`src/rtl/tnn_pkg.sv`:
```
// Shared encodings and state type for the ternary neuron datapath.
package tnn_pkg;

    localparam logic [1:0] ACT_POS  = 2'b01;
    localparam logic [1:0] ACT_NEG  = 2'b11;
    localparam logic [1:0] ACT_ZERO = 2'b00;

    localparam int PC_MAX_DEFAULT = 25;

    typedef enum logic [0:0] {
        ST_ACCUM = 1'b0,
        ST_EMIT  = 1'b1
    } state_t;

endpackage

```
`src/rtl/tnn_act_compare.sv`:
```
// Two-threshold ternary activation on a signed sum; +1 wins when the thresholds overlap.
module tnn_act_compare
    import tnn_pkg::*;
#(
    parameter int ACC_W = 8
) (
    input  logic signed [ACC_W-1:0] i_sum,
    input  logic signed [ACC_W-1:0] i_thr_hi,
    input  logic signed [ACC_W-1:0] i_thr_lo,
    output logic        [1:0]       o_act
);

    // Priority compare: high threshold checked first
    always_comb begin
        o_act = ACT_ZERO;
        if (i_sum >= i_thr_hi) begin
            o_act = ACT_POS;
        end else if (i_sum <= i_thr_lo) begin
            o_act = ACT_NEG;
        end else begin
            o_act = ACT_ZERO;
        end
    end

endmodule

```
`src/rtl/ternary_neuron_accum.sv`:
```
// Accumulates CHUNKS clamped popcount differences and emits a registered ternary activation
// through a valid/ready handshake.
module ternary_neuron_accum
    import tnn_pkg::*;
#(
    parameter int CHUNKS = 4,
    parameter int PC_W   = 5,
    parameter int PC_MAX = PC_MAX_DEFAULT,
    parameter int ACC_W  = 8
) (
    input  logic                    clk,
    input  logic                    rst,
    input  logic                    in_valid,
    output logic                    in_ready,
    input  logic        [PC_W-1:0]  pc_pos,
    input  logic        [PC_W-1:0]  pc_neg,
    input  logic signed [ACC_W-1:0] thr_hi,
    input  logic signed [ACC_W-1:0] thr_lo,
    output logic                    out_valid,
    input  logic                    out_ready,
    output logic        [1:0]       out_act,
    output logic signed [ACC_W-1:0] out_sum
);

    localparam int CNT_W = (CHUNKS > 1) ? $clog2(CHUNKS) : 1;
    localparam logic [PC_W-1:0]  PC_MAX_L = PC_MAX[PC_W-1:0];
    localparam logic [CNT_W-1:0] CNT_LAST = CNT_W'(CHUNKS - 1);

    state_t                    r_state;
    logic signed [ACC_W-1:0]   r_acc;
    logic        [CNT_W-1:0]   r_cnt;
    logic                      r_in_ready;
    logic                      r_out_valid;
    logic        [1:0]         r_out_act;
    logic signed [ACC_W-1:0]   r_out_sum;

    logic        [PC_W-1:0]    w_pos_cl;
    logic        [PC_W-1:0]    w_neg_cl;
    logic signed [ACC_W-1:0]   w_pos_ext;
    logic signed [ACC_W-1:0]   w_neg_ext;
    logic signed [ACC_W-1:0]   w_d;
    logic signed [ACC_W-1:0]   w_sum_next;
    logic        [1:0]         w_act;
    logic                      w_last;

    // Clamp approximate popcounts and form the signed chunk contribution
    always_comb begin
        w_pos_cl   = (pc_pos > PC_MAX_L) ? PC_MAX_L : pc_pos;
        w_neg_cl   = (pc_neg > PC_MAX_L) ? PC_MAX_L : pc_neg;
        w_pos_ext  = {{(ACC_W-PC_W){1'b0}}, w_pos_cl};
        w_neg_ext  = {{(ACC_W-PC_W){1'b0}}, w_neg_cl};
        w_d        = w_pos_ext - w_neg_ext;
        w_sum_next = r_acc + w_d;
        w_last     = (r_cnt == CNT_LAST);
    end

    tnn_act_compare #(
        .ACC_W (ACC_W)
    ) u_act (
        .i_sum    (w_sum_next),
        .i_thr_hi (thr_hi),
        .i_thr_lo (thr_lo),
        .o_act    (w_act)
    );

    // Control FSM with all handshake outputs registered
    always_ff @(posedge clk) begin
        if (rst) begin
            r_state     <= ST_ACCUM;
            r_acc       <= '0;
            r_cnt       <= '0;
            r_in_ready  <= 1'b1;
            r_out_valid <= 1'b0;
            r_out_act   <= ACT_ZERO;
            r_out_sum   <= '0;
        end else begin
            case (r_state)
                ST_ACCUM: begin
                    if (in_valid && r_in_ready) begin
                        if (w_last) begin
                            r_acc       <= '0;
                            r_cnt       <= '0;
                            r_out_sum   <= w_sum_next;
                            r_out_act   <= w_act;
                            r_out_valid <= 1'b1;
                            r_in_ready  <= 1'b0;
                            r_state     <= ST_EMIT;
                        end else begin
                            r_acc <= w_sum_next;
                            r_cnt <= r_cnt + CNT_W'(1);
                        end
                    end
                end
                ST_EMIT: begin
                    // Result holds until the sink takes it; input reopens next cycle
                    if (r_out_valid && out_ready) begin
                        r_out_valid <= 1'b0;
                        r_in_ready  <= 1'b1;
                        r_state     <= ST_ACCUM;
                    end
                end
                default: begin
                    r_state     <= ST_ACCUM;
                    r_acc       <= '0;
                    r_cnt       <= '0;
                    r_in_ready  <= 1'b1;
                    r_out_valid <= 1'b0;
                end
            endcase
        end
    end

    assign in_ready  = r_in_ready;
    assign out_valid = r_out_valid;
    assign out_act   = r_out_act;
    assign out_sum   = r_out_sum;

endmodule

```
`config.mk`:
```
export PLATFORM = sky130hd
export DESIGN_NAME = ternary_neuron_accum
export DESIGN_NICKNAME = d
export VERILOG_FILES = /design/src/rtl/tnn_pkg.sv /design/src/rtl/tnn_act_compare.sv /design/src/rtl/ternary_neuron_accum.sv
export SDC_FILE = /design/constraint.sdc
export NUM_CORES = 1
export LEC_CHECK = 0
export BUFFER_PORTS_ARGS = -buffer_cell sky130_fd_sc_hd__buf_2
export CELL_PAD_IN_SITES_DETAIL_PLACEMENT = 1
export CELL_PAD_IN_SITES_GLOBAL_PLACEMENT = 1
export CORE_MARGIN = 3
export CORE_UTILIZATION = 40
export CTS_BUF_LIST = sky130_fd_sc_hd__clkbuf_16
export CTS_CLUSTER_DIAMETER = 200
export DETAILED_ROUTE_END_ITERATION = 10
export MAX_ROUTING_LAYER = met4
export PLACE_DENSITY_LB_ADDON = 0.1
export SETUP_SLACK_MARGIN = 0.05
export SYNTH_ARGS = -nofsm -noshare
export SYNTH_HDL_FRONTEND = slang
export SYNTH_SLANG_ARGS = --single-unit
export TNS_END_PERCENT = 5
```
`constraint.sdc`:
```
create_clock -name clk -period 5.3 [get_ports clk]
set_input_delay 1.06 -clock clk [delete_from_list [all_inputs] [get_ports clk]]
set_output_delay 1.06 -clock clk [all_outputs]
set_load 0.03 [all_outputs]
```
Word level (Yosys, flattened, before mapping)
Index checks and enable logic that the tools add are counted.
- add/sub/neg operators: 3
- magnitude comparators: 4
- equality and inequality tests: 4
- muxes and demuxes: 18
- bitwise gates (word level): 1
- reduce and logical (&&, ||, !) cells: 5
- operators with widths (operator ; number):
    $gt 5x5->1 const B ; 2
    $mux 5 ; 2
    $mux 1 ; 9
    $add 8x6->8 ; 1
    $ge 8x8->1 ; 1
    $le 8x8->1 ; 1
    $mux 8 ; 1
    $mux 2 ; 3
    $pmux 1 s2 ; 3
    $reduce_and 3->1 ; 2
    $sub 5x5->6 ; 1
    $ne 2x2->1 const B ; 2
    $add 2x1->2 const B ; 1
    $eq 2x2->1 const B ; 1
    $logic_and 1x1->1 ; 2
    $ne 2x1->1 const B ; 1
    $reduce_and 2->1 ; 1
    $not 1->1 ; 1
- flip-flop bits (word level): 23
- input bits: 30
- output and inout port bits: 12
- logic and storage cells: 42

Depth between registers and ports, before layout
- depth in word-level cells: 7
- gate-level depth with buffers: 20
- depth with buffers taken out: 20

By module
Synthesis repeated with hierarchy kept, for this count alone.
- cells, all modules: 237
- area, all modules: 1873.0 µm²
- by module, submodules not included (module ; times used ; cells each ; area an instance (µm²) ; seq. area each (µm²)):
    ternary_neuron_accum ; 1 ; 181 ; 1437.6 ; 460.4
    tnn_act_compare ; 1 ; 56 ; 435.4 ; 0.0

Least setup slack after synthesis
OpenSTA, ideal clock, no wires.
- kind: input -> register
- start: in pc_pos[4]
- end: reg r_out_act[1], in the netlist out_act[1]
- library setup time: 0.096 ns
- arrival: 4.657 ns
- required time: 5.204 ns
- setup slack: 0.547 ns
- cell stages on the path: 19
- buffers on the path: 0
- cell sequence: nand2_1 nor2_1 nor2_1 ha_1 fa_1 inv_1 a21o_1 a21oi_1 xnor2_1 ha_1 or4_1 o22ai_2 xnor2_1 ha_1 and4_2 nand2_1 o211ai_2 mux2_4 o41ai_2
- cells in the longest elaborated chain, start to end: 7
- elaborated cells between the ends (all ways): 8
- those cells by class: 2 x add/sub; 3 x order compare; 3 x mux
- ends and longest elaborated chain (element ; line ; RTL):
    start: declaration ; ternary_neuron_accum.sv:15 ; input logic [PC_W-1:0] pc_pos,
    $gt 5x5->1 ; ternary_neuron_accum.sv:48 ; w_pos_cl = (pc_pos > PC_MAX_L) ? PC_MAX_L : pc_pos;
    $mux 5 (*) ; ternary_neuron_accum.sv:48 ;
    $sub 5x5->6 (*) ; ternary_neuron_accum.sv:52 ; w_d = w_pos_ext - w_neg_ext;
    $add 8x6->8 (*) ; ternary_neuron_accum.sv:53 ; w_sum_next = r_acc + w_d;
    net u_act.i_sum[7] ; tnn_act_compare.sv:7 ; input logic signed [ACC_W-1:0] i_sum,
    $le 8x8->1 ; tnn_act_compare.sv:18 ; end else if (i_sum <= i_thr_lo) begin
    $mux 2 ; tnn_act_compare.sv:18 ;
    $mux 2 (*) ; tnn_act_compare.sv:16 ; if (i_sum >= i_thr_hi) begin
    end signal: assignment ; ternary_neuron_accum.sv:84 ; r_out_act <= w_act;
    end: declaration ; ternary_neuron_accum.sv:34 ; logic [1:0] r_out_act;
Mark *: on every way through the listed nets, which the timed path passes. The rest lies on a longest branch.
A chain may end at the register's enable or synchronous reset.

Worst setup path in the final report
Ends and elaborated chain as after synthesis.

==> flow_metrics.tcl <==
set metrics [dict create \
    die-area_um2 5780 \
    routed_via_density 5.38 \
    power.leakage_nw 1.16 \
    crit_start "pc_pos[4]" \
    tns_ns 0 \
    final-hold-violation-count 0 \
    netlist_area_um2 1960 \
    drv_slew 0 \
    drtIter0Drc 66 \
    avgRoutedWirePerCell_um 15.0 \
    holdCritStartpoint "out_sum[5]" \
    fmax_mhz 201 \
    clkTransAtPathRegs_ns 0.06 \
    p_per_area_nw_per_um2 377 \
    crit_type "in2reg" \
    synth_ff_type "dfxtp_1" \
    gp_congestion 0.857 \
    slowest_stage "or4_4" \
    startpoint_type "input port" \
    nets 354 \
    tightest_slew_ns 0.794 \
    grt_pass1_wl_um 9070 \
    row_count 24 \
    async_flop_share_pct 0 \
    firstDrtPassIters 4 \
    finalWirelength_um 5350 \
    skew_ns 0.00228 \
    path_delay_family "adder cells" \
    rsz0062_at_grt "false" \
    cp_data_arrival_time_ns 5.13 \
    setup_viol 0 \
    hp-class "reg2reg" \
    cp.depth 20 \
    ys.warnings.count 0 \
    grt-ovfl-total 0 \
    cts-buffers-inserted 3 \
    cp.buffers_inverters 2 \
    synth_nets 308 \
    synth_seq_area_share_pct 23.5 \
    ys_types 52 \
    cp_common_cell "ha_1" \
    pin_count 42 \
    maxCapViolCount 0 \
    ctsLongestPathBuffers 2 \
    vias 1922 \
    cts_tree "built" \
    grt_max_degree 26 \
    drc 0 \
    h-tree-depth 1 \
    ys_seq_elements 23 \
    antenna_found_initial 0 \
    fp.dieW_um 76.0 \
    slew_headroom_pct 46.9 \
    syn_area_per_cell_um2 7.94 \
    r2r-start "r_acc[0]" \
    cp.required_ns 5.46 \
    coreArea_um2 4530 \
    start_util_pct 43.2 \
    fin_crit_sh_pct 93.9 \
    outcome "finished clean" \
    drive_gt1_share_pct 20.9 \
    dieHeight_um 76.0 \
    dp_hpwl_um 4400 \
    hold_ws_ns 0.456 \
    ir_drop_mv 0.176 \
    r2r_slack_ns 2.05 \
    worst_skew_pair.late_latency_ns 0.25 \
    drtAntennaViolNets 0 \
    path_max_fanout 5 \
    first_global_vias 1979 \
    synth_cells 247 \
    crit_end "out_act[1]" \
    slowest_delay_ns 0.57 \
    gr-usage-all-layers_pct 19.4 \
    cp-end-kind "register" \
    reg2reg_depth 12 \
    area_growth_pct 20.7 \
    r2r-end "out_act[1]" \
    path_cells "buf_2 -> nand2_1 -> nor2_1 -> nor2_1 -> ha_1 -> fa_1 -> inv_1 -> a21o_1 -> a21oi_1 -> xnor2_1 -> ha_1 -> or4_4 -> o22ai_4 -> xnor2_1 -> ha_1 -> and4_2 -> nand2_1 -> o211ai_2 -> mux2_4 -> o41ai_2" \
    cts.sinks 23 \
    fillers 585 \
    root_buffer "clkbuf_16" \
    diodes 0 \
    synth_edf_count 0 \
    holdBufCountCts 0 \
    period_needed_ns 4.98 \
    numPortBuffers 41 \
]
[flip-flops by register name, indices dropped and copies added, names as in the netlist]
| register | count |
|---|---|
| r_acc | 8 |
| r_state | 1 |
| out_valid | 1 |
| out_act | 2 |
| out_sum | 8 |
| in_ready | 1 |
| r_cnt | 2 |
[layout by cell type (no fill, tap or decap), types with 3 or more instances in the layout]
| cell type | count |
|---|---|
| buf_2 | 41 |
| inv_1 | 33 |
| ha_1 | 29 |
| nand2_1 | 26 |
| dfxtp_1 | 23 |
| nor2_1 | 22 |
| a21oi_1 | 20 |
| buf_4 | 7 |
| nor2b_1 | 5 |
| nand2b_1 | 5 |
| a21o_1 | 5 |
| nor3_1 | 5 |
| xnor2_1 | 4 |
| a211oi_1 | 4 |
| a22oi_1 | 4 |
| o21ai_0 | 3 |
| o21a_1 | 3 |
| or3b_1 | 3 |
| nand3b_1 | 3 |
| nand3_1 | 3 |
| clkbuf_16 | 3 |
[power breakdown]
group          switching [mW]  total, mW  internal [mW]
registers              0.0128      0.201          0.188
logic                   0.290      0.532          0.242
clock network          0.0578      0.158          0.101
total                   0.360      0.891          0.531
[worst min-delay path by stage]
stage / to / slack (ns) / depth (start not counted)
floorplan: r_cnt[1] / 0.44 / 2
global placement: out_sum[5] / 0.44 / 2
detailed placement: out_sum[0] / 0.45 / 2
CTS: out_sum[2] / 0.46 / 2
global route: r_cnt[1] / 0.49 / 2
finish: out_sum[5] / 0.46 / 2
[tightest hold or removal path, cell delays in order (launching register included)]
cell     delay [ns]
dfxtp_1        0.31
nand2_1        0.05
a21oi_1        0.05
[kinds of logic after synthesis]
| family | share of synthesized area (%) |
|---|---|
| and+or+nand+nor | 21.7 |
| buffers and inverters | 7.53 |
| adders and majority gates | 20.5 |
| muxes | 1.28 |
| xor gates and xnor gates | 1.79 |
| DFF | 23.5 |
| AOI/OAI and AO/OA | 23.7 |
[timing repair]
action / in CTS / in global routing
setup endpoints to repair: 0 / 2
setup buffers: 0 / 1
gates resized for setup: 0 / 3
[Yosys cell counts, types with 3 or more instances]
| master | instances | share of area, % |
|---|---|---|
| xnor2_1 | 4 | 1.8 |
| clkbuf_1 | 6 | 1.1 |
| or3b_1 | 3 | 1.3 |
| nand3_1 | 3 | 0.77 |
| nor3_1 | 5 | 1.3 |
| a211oi_1 | 4 | 1.5 |
| nor2b_1 | 5 | 1.6 |
| inv_1 | 32 | 6.1 |
| a21oi_1 | 20 | 5.1 |
| nand2b_1 | 5 | 1.6 |
| a22oi_1 | 4 | 1.5 |
| o21a_1 | 3 | 1.1 |
| a21o_1 | 5 | 1.9 |
| dfxtp_1 | 23 | 23 |
| nor2_1 | 22 | 4.2 |
| ha_1 | 29 | 19 |
| o21ai_0 | 3 | 0.77 |
| nand3b_1 | 3 | 1.1 |
| nand2_1 | 26 | 5.0 |
[per-layer routing]
layer / wire, um / vias to the layer above / part of all wire [%] / global-route usage, %
met4: 80 / 0 / 1.5 / 6.88
met5: 0 / - / 0 / -
li1: - / 958 / - / -
met3: 201 / 8 / 3.8 / 1.42
met1: 2550 / 913 / 48 / 26.1
met2: 2520 / 43 / 47 / 30.9
[area by class of cell]
cell class	count	area (um^2)	share of cell area (%)
clock buffer	3	75.1	3.17
clock inverter	1	3.75	0.159
inverter	32	120	5.07
multi-input combinational	185	1370	57.8
sequential	23	460	19.5
tap	65	81.3	3.44
timing repair buffer	48	258	10.9
[per-stage QoR]
step / instance area, um^2 / util [%] / worst slack (ns) / total power [mW] / cells
5_1_grt: 2370 / 52.2 / 0.0499 / 0.973 / 357
3_3_place_gp: 2260 / 49.9 / 0.102 / 0.692 / 352
2_1_floorplan: 1960 / - / 0.547 / 0.546 / 247
4_1_cts: 2340 / 51.7 / 0.224 / 0.875 / 356
6_report: 2370 / 52.2 / 0.323 / 0.891 / 357
3_5_place_dp: 2260 / 49.9 / -0.0200 / 0.710 / 352
(Power assumes the default switching activity.)
